### src/rtl/add_share_arb.sv
// Round-robin arbiter that shares one LAT-stage adder among NREQ requesters.
// Results are tagged with the requester ID and queued in an in-order response FIFO.
module add_share_arb #(
    parameter int W     = 15,
    parameter int NREQ  = 4,
    parameter int ID_W  = 2,
    parameter int LAT   = 2,
    parameter int DEPTH = 8
) (
    input  logic                clk,
    input  logic                rst,
    input  logic [NREQ-1:0]     req_valid,
    output logic [NREQ-1:0]     req_ready,
    input  logic [NREQ*W-1:0]   req_x,
    input  logic [NREQ*W-1:0]   req_y,
    output logic [W-1:0]        add_x,
    output logic [W-1:0]        add_y,
    input  logic [W-1:0]        add_sum,
    output logic                rsp_valid,
    input  logic                rsp_ready,
    output logic [ID_W-1:0]     rsp_id,
    output logic [W-1:0]        rsp_sum,
    output logic                busy
);

    localparam int PTR_W = (DEPTH > 1) ? $clog2(DEPTH) : 1;
    localparam int CNT_W = $clog2(DEPTH + 1);

    logic [ID_W-1:0]  r_rr_ptr;
    logic [LAT:0]     r_vld_p;
    logic [ID_W-1:0]  r_id_p [LAT+1];
    logic [W-1:0]     r_add_x_p0;
    logic [W-1:0]     r_add_y_p0;
    logic [ID_W-1:0]  r_mem_id  [DEPTH];
    logic [W-1:0]     r_mem_sum [DEPTH];
    logic [PTR_W-1:0] r_wr_ptr;
    logic [PTR_W-1:0] r_rd_ptr;
    logic [CNT_W-1:0] r_count;

    logic [W-1:0]     w_x_arr [NREQ];
    logic [W-1:0]     w_y_arr [NREQ];
    int               w_inflight;
    logic             w_credit;
    logic [ID_W-1:0]  w_idx;
    logic [ID_W-1:0]  w_gid;
    logic             w_found;
    logic [NREQ-1:0]  w_grant;
    logic             w_xfer;
    logic             w_push;
    logic             w_pop;

    function automatic logic [PTR_W-1:0] f_ptr_inc(input logic [PTR_W-1:0] p);
        return (p == PTR_W'(DEPTH - 1)) ? '0 : p + PTR_W'(1);
    endfunction

    always_comb begin
        for (int i = 0; i < NREQ; i++) begin
            w_x_arr[i] = req_x[i*W +: W];
            w_y_arr[i] = req_y[i*W +: W];
        end
    end

    // Every tag still in the adder pipe has a FIFO slot reserved for it.
    always_comb begin
        w_inflight = 0;
        for (int k = 0; k <= LAT; k++) begin
            w_inflight = w_inflight + int'(r_vld_p[k]);
        end
        w_credit = (int'(r_count) + w_inflight) < DEPTH;
    end

    always_comb begin
        w_found = 1'b0;
        w_gid   = '0;
        w_idx   = '0;
        w_grant = '0;
        for (int k = 1; k <= NREQ; k++) begin
            w_idx = ID_W'((int'(r_rr_ptr) + k) % NREQ);
            if (!w_found && req_valid[w_idx]) begin
                w_found = 1'b1;
                w_gid   = w_idx;
            end
        end
        if (w_found && w_credit) begin
            w_grant[w_gid] = 1'b1;
        end
    end

    assign w_xfer    = w_found & w_credit;
    assign w_push    = r_vld_p[LAT];
    assign w_pop     = rsp_valid & rsp_ready;
    assign req_ready = w_grant;

    // Stage p0: operand register feeding the adder, plus all control state.
    always_ff @(posedge clk) begin
        if (rst) begin
            r_rr_ptr   <= ID_W'(NREQ - 1);
            r_vld_p    <= '0;
            r_add_x_p0 <= '0;
            r_add_y_p0 <= '0;
            r_wr_ptr   <= '0;
            r_rd_ptr   <= '0;
            r_count    <= '0;
        end else begin
            r_vld_p <= {r_vld_p[LAT-1:0], w_xfer};
            if (w_xfer) begin
                r_rr_ptr   <= w_gid;
                r_add_x_p0 <= w_x_arr[w_gid];
                r_add_y_p0 <= w_y_arr[w_gid];
            end
            if (w_push) begin
                r_wr_ptr <= f_ptr_inc(r_wr_ptr);
            end
            if (w_pop) begin
                r_rd_ptr <= f_ptr_inc(r_rd_ptr);
            end
            if (w_push && !w_pop) begin
                r_count <= r_count + CNT_W'(1);
            end else if (!w_push && w_pop) begin
                r_count <= r_count - CNT_W'(1);
            end
        end
    end

    // Stages p1..p(LAT+1): ID tags travel alongside the adder; last stage meets add_sum.
    always_ff @(posedge clk) begin
        r_id_p[0] <= w_gid;
        for (int k = 1; k <= LAT; k++) begin
            r_id_p[k] <= r_id_p[k-1];
        end
        if (w_push) begin
            r_mem_id[r_wr_ptr]  <= r_id_p[LAT];
            r_mem_sum[r_wr_ptr] <= add_sum;
        end
    end

    assign add_x     = r_add_x_p0;
    assign add_y     = r_add_y_p0;
    assign rsp_valid = (r_count != '0);
    assign rsp_id    = rsp_valid ? r_mem_id[r_rd_ptr]  : '0;
    assign rsp_sum   = rsp_valid ? r_mem_sum[r_rd_ptr] : '0;
    assign busy      = (|r_vld_p) | rsp_valid;

endmodule
### config.mk
export PLATFORM = sky130hd
export DESIGN_NAME = add_share_arb
export DESIGN_NICKNAME = d
export VERILOG_FILES = /design/src/rtl/add_share_arb.sv
export SDC_FILE = /design/constraint.sdc
export NUM_CORES = 1
export LEC_CHECK = 0
export ABC_CLOCK_PERIOD_IN_PS = 2860
export CORE_ASPECT_RATIO = 1.2
export CORE_MARGIN = 3
export CORE_UTILIZATION = 50
export CTS_CLUSTER_SIZE = 14
export DETAILED_ROUTE_END_ITERATION = 8
export PLACE_DENSITY_LB_ADDON = 0.25
export SYNTH_ARGS = -nofsm -noshare
export SYNTH_HDL_FRONTEND = slang
export SYNTH_SLANG_ARGS = --single-unit
### constraint.sdc
create_clock -name clk -period 2.86 [get_ports clk]
set_input_delay 0.572 -clock clk [delete_from_list [all_inputs] [get_ports clk]]
set_output_delay 0.572 -clock clk [all_outputs]
set_load 0.01 [all_outputs]
==> impl_metrics.toml <==
[worst_hold_path]
min_from = "r_id_p[0][2]"
hp-class = "reg2reg"

[drt]
drt-initial-drc-count = 263
drc_errors = 0
drtAntennaViolNets = 0
drt-vias-per-instance = 5.45
firstDrtPassIters = 5
routedWlPerCell_microns = 21.0
finalWirelength_microns = 19700
vias = 5127

[cts]
cts_tree = "done"
cts_buffers = 17
cts.sinks = 190
cts_root_buffer = "clkbuf_16"
clkSlewWorstSetupHoldPaths_ns = 0.07
clockBufferDepth = 2
cts_htree_levels = 4
clock_latency_ns = 0.42

[timing]
max_freq_mhz = 337
grt_setup_unrepaired = "yes"
finalSetupTns_ns = -0.229
final_max_slew_viol_count = 0
finalCriticalPeriod_ns = 2.97
finalSetupViolCount = 4
slew_headroom = 0.615
fin_ws_ns = -0.105
fin_crit_sh = 1.04
tightest_slew_ns = 0.577
skew_ns = 0.00782
hold_viol = 0

[floorplanning]
coreArea_sq_um = 15800
start_util = 0.516
num_rows = 50
die_area_sq_um = 17900
fp.dieW_microns = 123
die_y_microns = 146
io_pins = 195

[grt]
grt_pass1_wl_microns = 30900
grt_pass1_vias = 5655
use_met1 = 0.263
grt-ovfl-total = 0
use_met2 = 0.410
grt_busiest_layer = "met2"
antenna_found_initial = 0
grt_max_degree = 47
gr-usage-all-layers = 0.229
use_met3 = 0.0653

[logic_synthesis]
synth.avg_cell_area_sq_um = 16.3
ys_ff_latch = 190
yosysWarnings = 0
postSynthCellCount = 500
yosysUniqueCellTypes = 40
synth_ff_type = "edfxtp_1"
synthesis.area_sq_um = 8160
synth_async_sr_flop_share = 0
synth_edf_count = 136
syn_nets = 653
synth.yosys.seq_area_share = 0.633

[critical_path]
cp-end-kind = "output port"
crit_chain = "fa_2 > ha_4 > a31o_1 > a221oi_2 > buf_4 > nand2_4 > buf_6 > nor2_4 > buf_6"
crit_path_frequent_cell = "buf_6"
path_class = "reg2out"
slowest_stage = "fa_2"
cpPeakStageDelay_ns = 0.40
worstPathArrival_ns = 2.39
worstPathMaxFanout = 2
startpoint = "r_count[0]"
start_kind = "flop"
critical_path_required_ns = 2.29
r2r_start = "r_count[0]"

[placement]
gp_congestion = 0.851
port_buffers = 194
dp_hpwl_microns = 12800
dpl_worst_slack_ns = -0.268

[power_and_ir_drop]
power.density_nw_per_um2 = 832
p_leak_uw = 0.00406
ir_drop_mv = 0.494

[final_layout]
syn_to_final_growth_pct = 37.6
multiInputGateArea_sq_um = 2850
n_antenna_cell = 0
drive_above_1_share = 0.208
fill_cells = 1045
fin_nets = 872
ff_latch_area_sq_um = 5170

[run_status]
violations = "setup timing"
status = "finished, violations left"

[run]
drv_cap = 0
==> worst max-delay path, delay by kind of cell (launching register included) <==
family | cells | cell delay [ns]
compound gates | 2 | 0.50
fa+ha+maj | 2 | 0.62
buf+inv | 3 | 0.40
flops | 1 | 0.33
simple gates | 2 | 0.12
==> final cells by class <==
class | count | share of cell area
well taps | 208 | 0.0232
clock buffers | 19 | 0.0386
multi-input cells | 275 | 0.254
inverters | 6 | 0.00201
repair buffers | 229 | 0.205
flip-flops and latches | 190 | 0.461
clock inverters | 13 | 0.0168
==> power breakdown <==
part	internal [uW]	switching, uW	total, uW
combinational	1850	1580	3430
clock	1470	990	2460
sequential	3240	216	3460
==> kinds of logic after synthesis <==
family	count (synthesis)	synth area share
mux	116	0.194
flops	190	0.633
compound gates	47	0.0693
xor+xnor	3	0.00322
simple gates	98	0.0558
buf+inv	35	0.0256
fa+ha+maj	11	0.0187
==> timing repair <==
action / in CTS / in global routing
hold buffers: 0 / 0
endpoints found under the setup margin: 21 / 14
setup buffers: 6 / 2
pin swaps: 5 / 1
gates cloned: 2 / 1
gates resized for setup: 38 / 6
==> Yosys cell counts, drive strengths merged (2+ instances only) <==
library cell  instances  area share
xnor2                 2      0.0021
fa                    2      0.0049
a21oi                 7      0.0048
buf                  16       0.015
o221ai               30       0.055
inv                   6      0.0028
nand2b                8      0.0071
mux2i                82        0.10
ha                    9       0.014
dfxtp                54        0.13
mux4                 34       0.094
nor3                  4      0.0025
nor2                 45       0.023
o21ai                 2      0.0012
nand3b                2      0.0018
clkbuf               13      0.0078
edfxtp              136        0.50
nand2                36       0.017
==> flip-flops by register name, indices dropped and copies added, names as in the netlist, named ones only <==
register   flops
r_vld_p        3
r_id_p         6
r_mem_id      16
add_y         15
r_mem_sum    120
r_rr_ptr       2
r_count        4
r_wr_ptr       3
r_rd_ptr       3
add_x         15
==> per-layer routing <==
layer / up-vias / routed length (microns)
li1: 2388 / -
met5: - / 0
met4: 0 / 315
met3: 20 / 1190
met1: 2529 / 7440
met2: 190 / 10800
==> per-stage QoR <==
stage / instance area [sq um] / total power [uW] / hold slack (ns) / std cells / utilization
after CTS: 11200 / 9400 / 0.329 / 937 / 0.706
after global routing: 11200 / 9800 / 0.337 / 940 / 0.709
final: 11200 / 9350 / 0.328 / 940 / 0.709
after global placement: 10400 / 6750 / 0.312 / 897 / 0.659
after detailed placement: 10400 / 6820 / 0.312 / 897 / 0.659
after floorplan: 8160 / 5360 / 0.310 / 500 / -
==> placed cells by master (no fill, tap or decap), types with 5 or more instances in the layout <==
master	Yosys	layout
clkbuf_16	0	18
dfxtp_1	54	51
dlygate4sd2_1	0	9
nand2b_1	7	7
inv_1	5	5
edfxtp_1	136	136
mux4_2	34	34
nor2_1	44	42
nand2_1	35	34
a21oi_1	6	6
ha_1	9	8
o221ai_2	30	30
buf_4	5	26
clkdlybuf4s50_1	0	177
mux2i_1	82	82
==> worst paths after layout <==
path,to,slack (ns),depth (start not counted)
worst min register to register,r_id_p[0][4],0.33,0
worst max-delay path,req_ready[3],-0.11,9
worst max register to register,add_y[9],0.15,9
worst min-delay path,r_id_p[0][4],0.33,0
(Power assumes the default switching activity.)
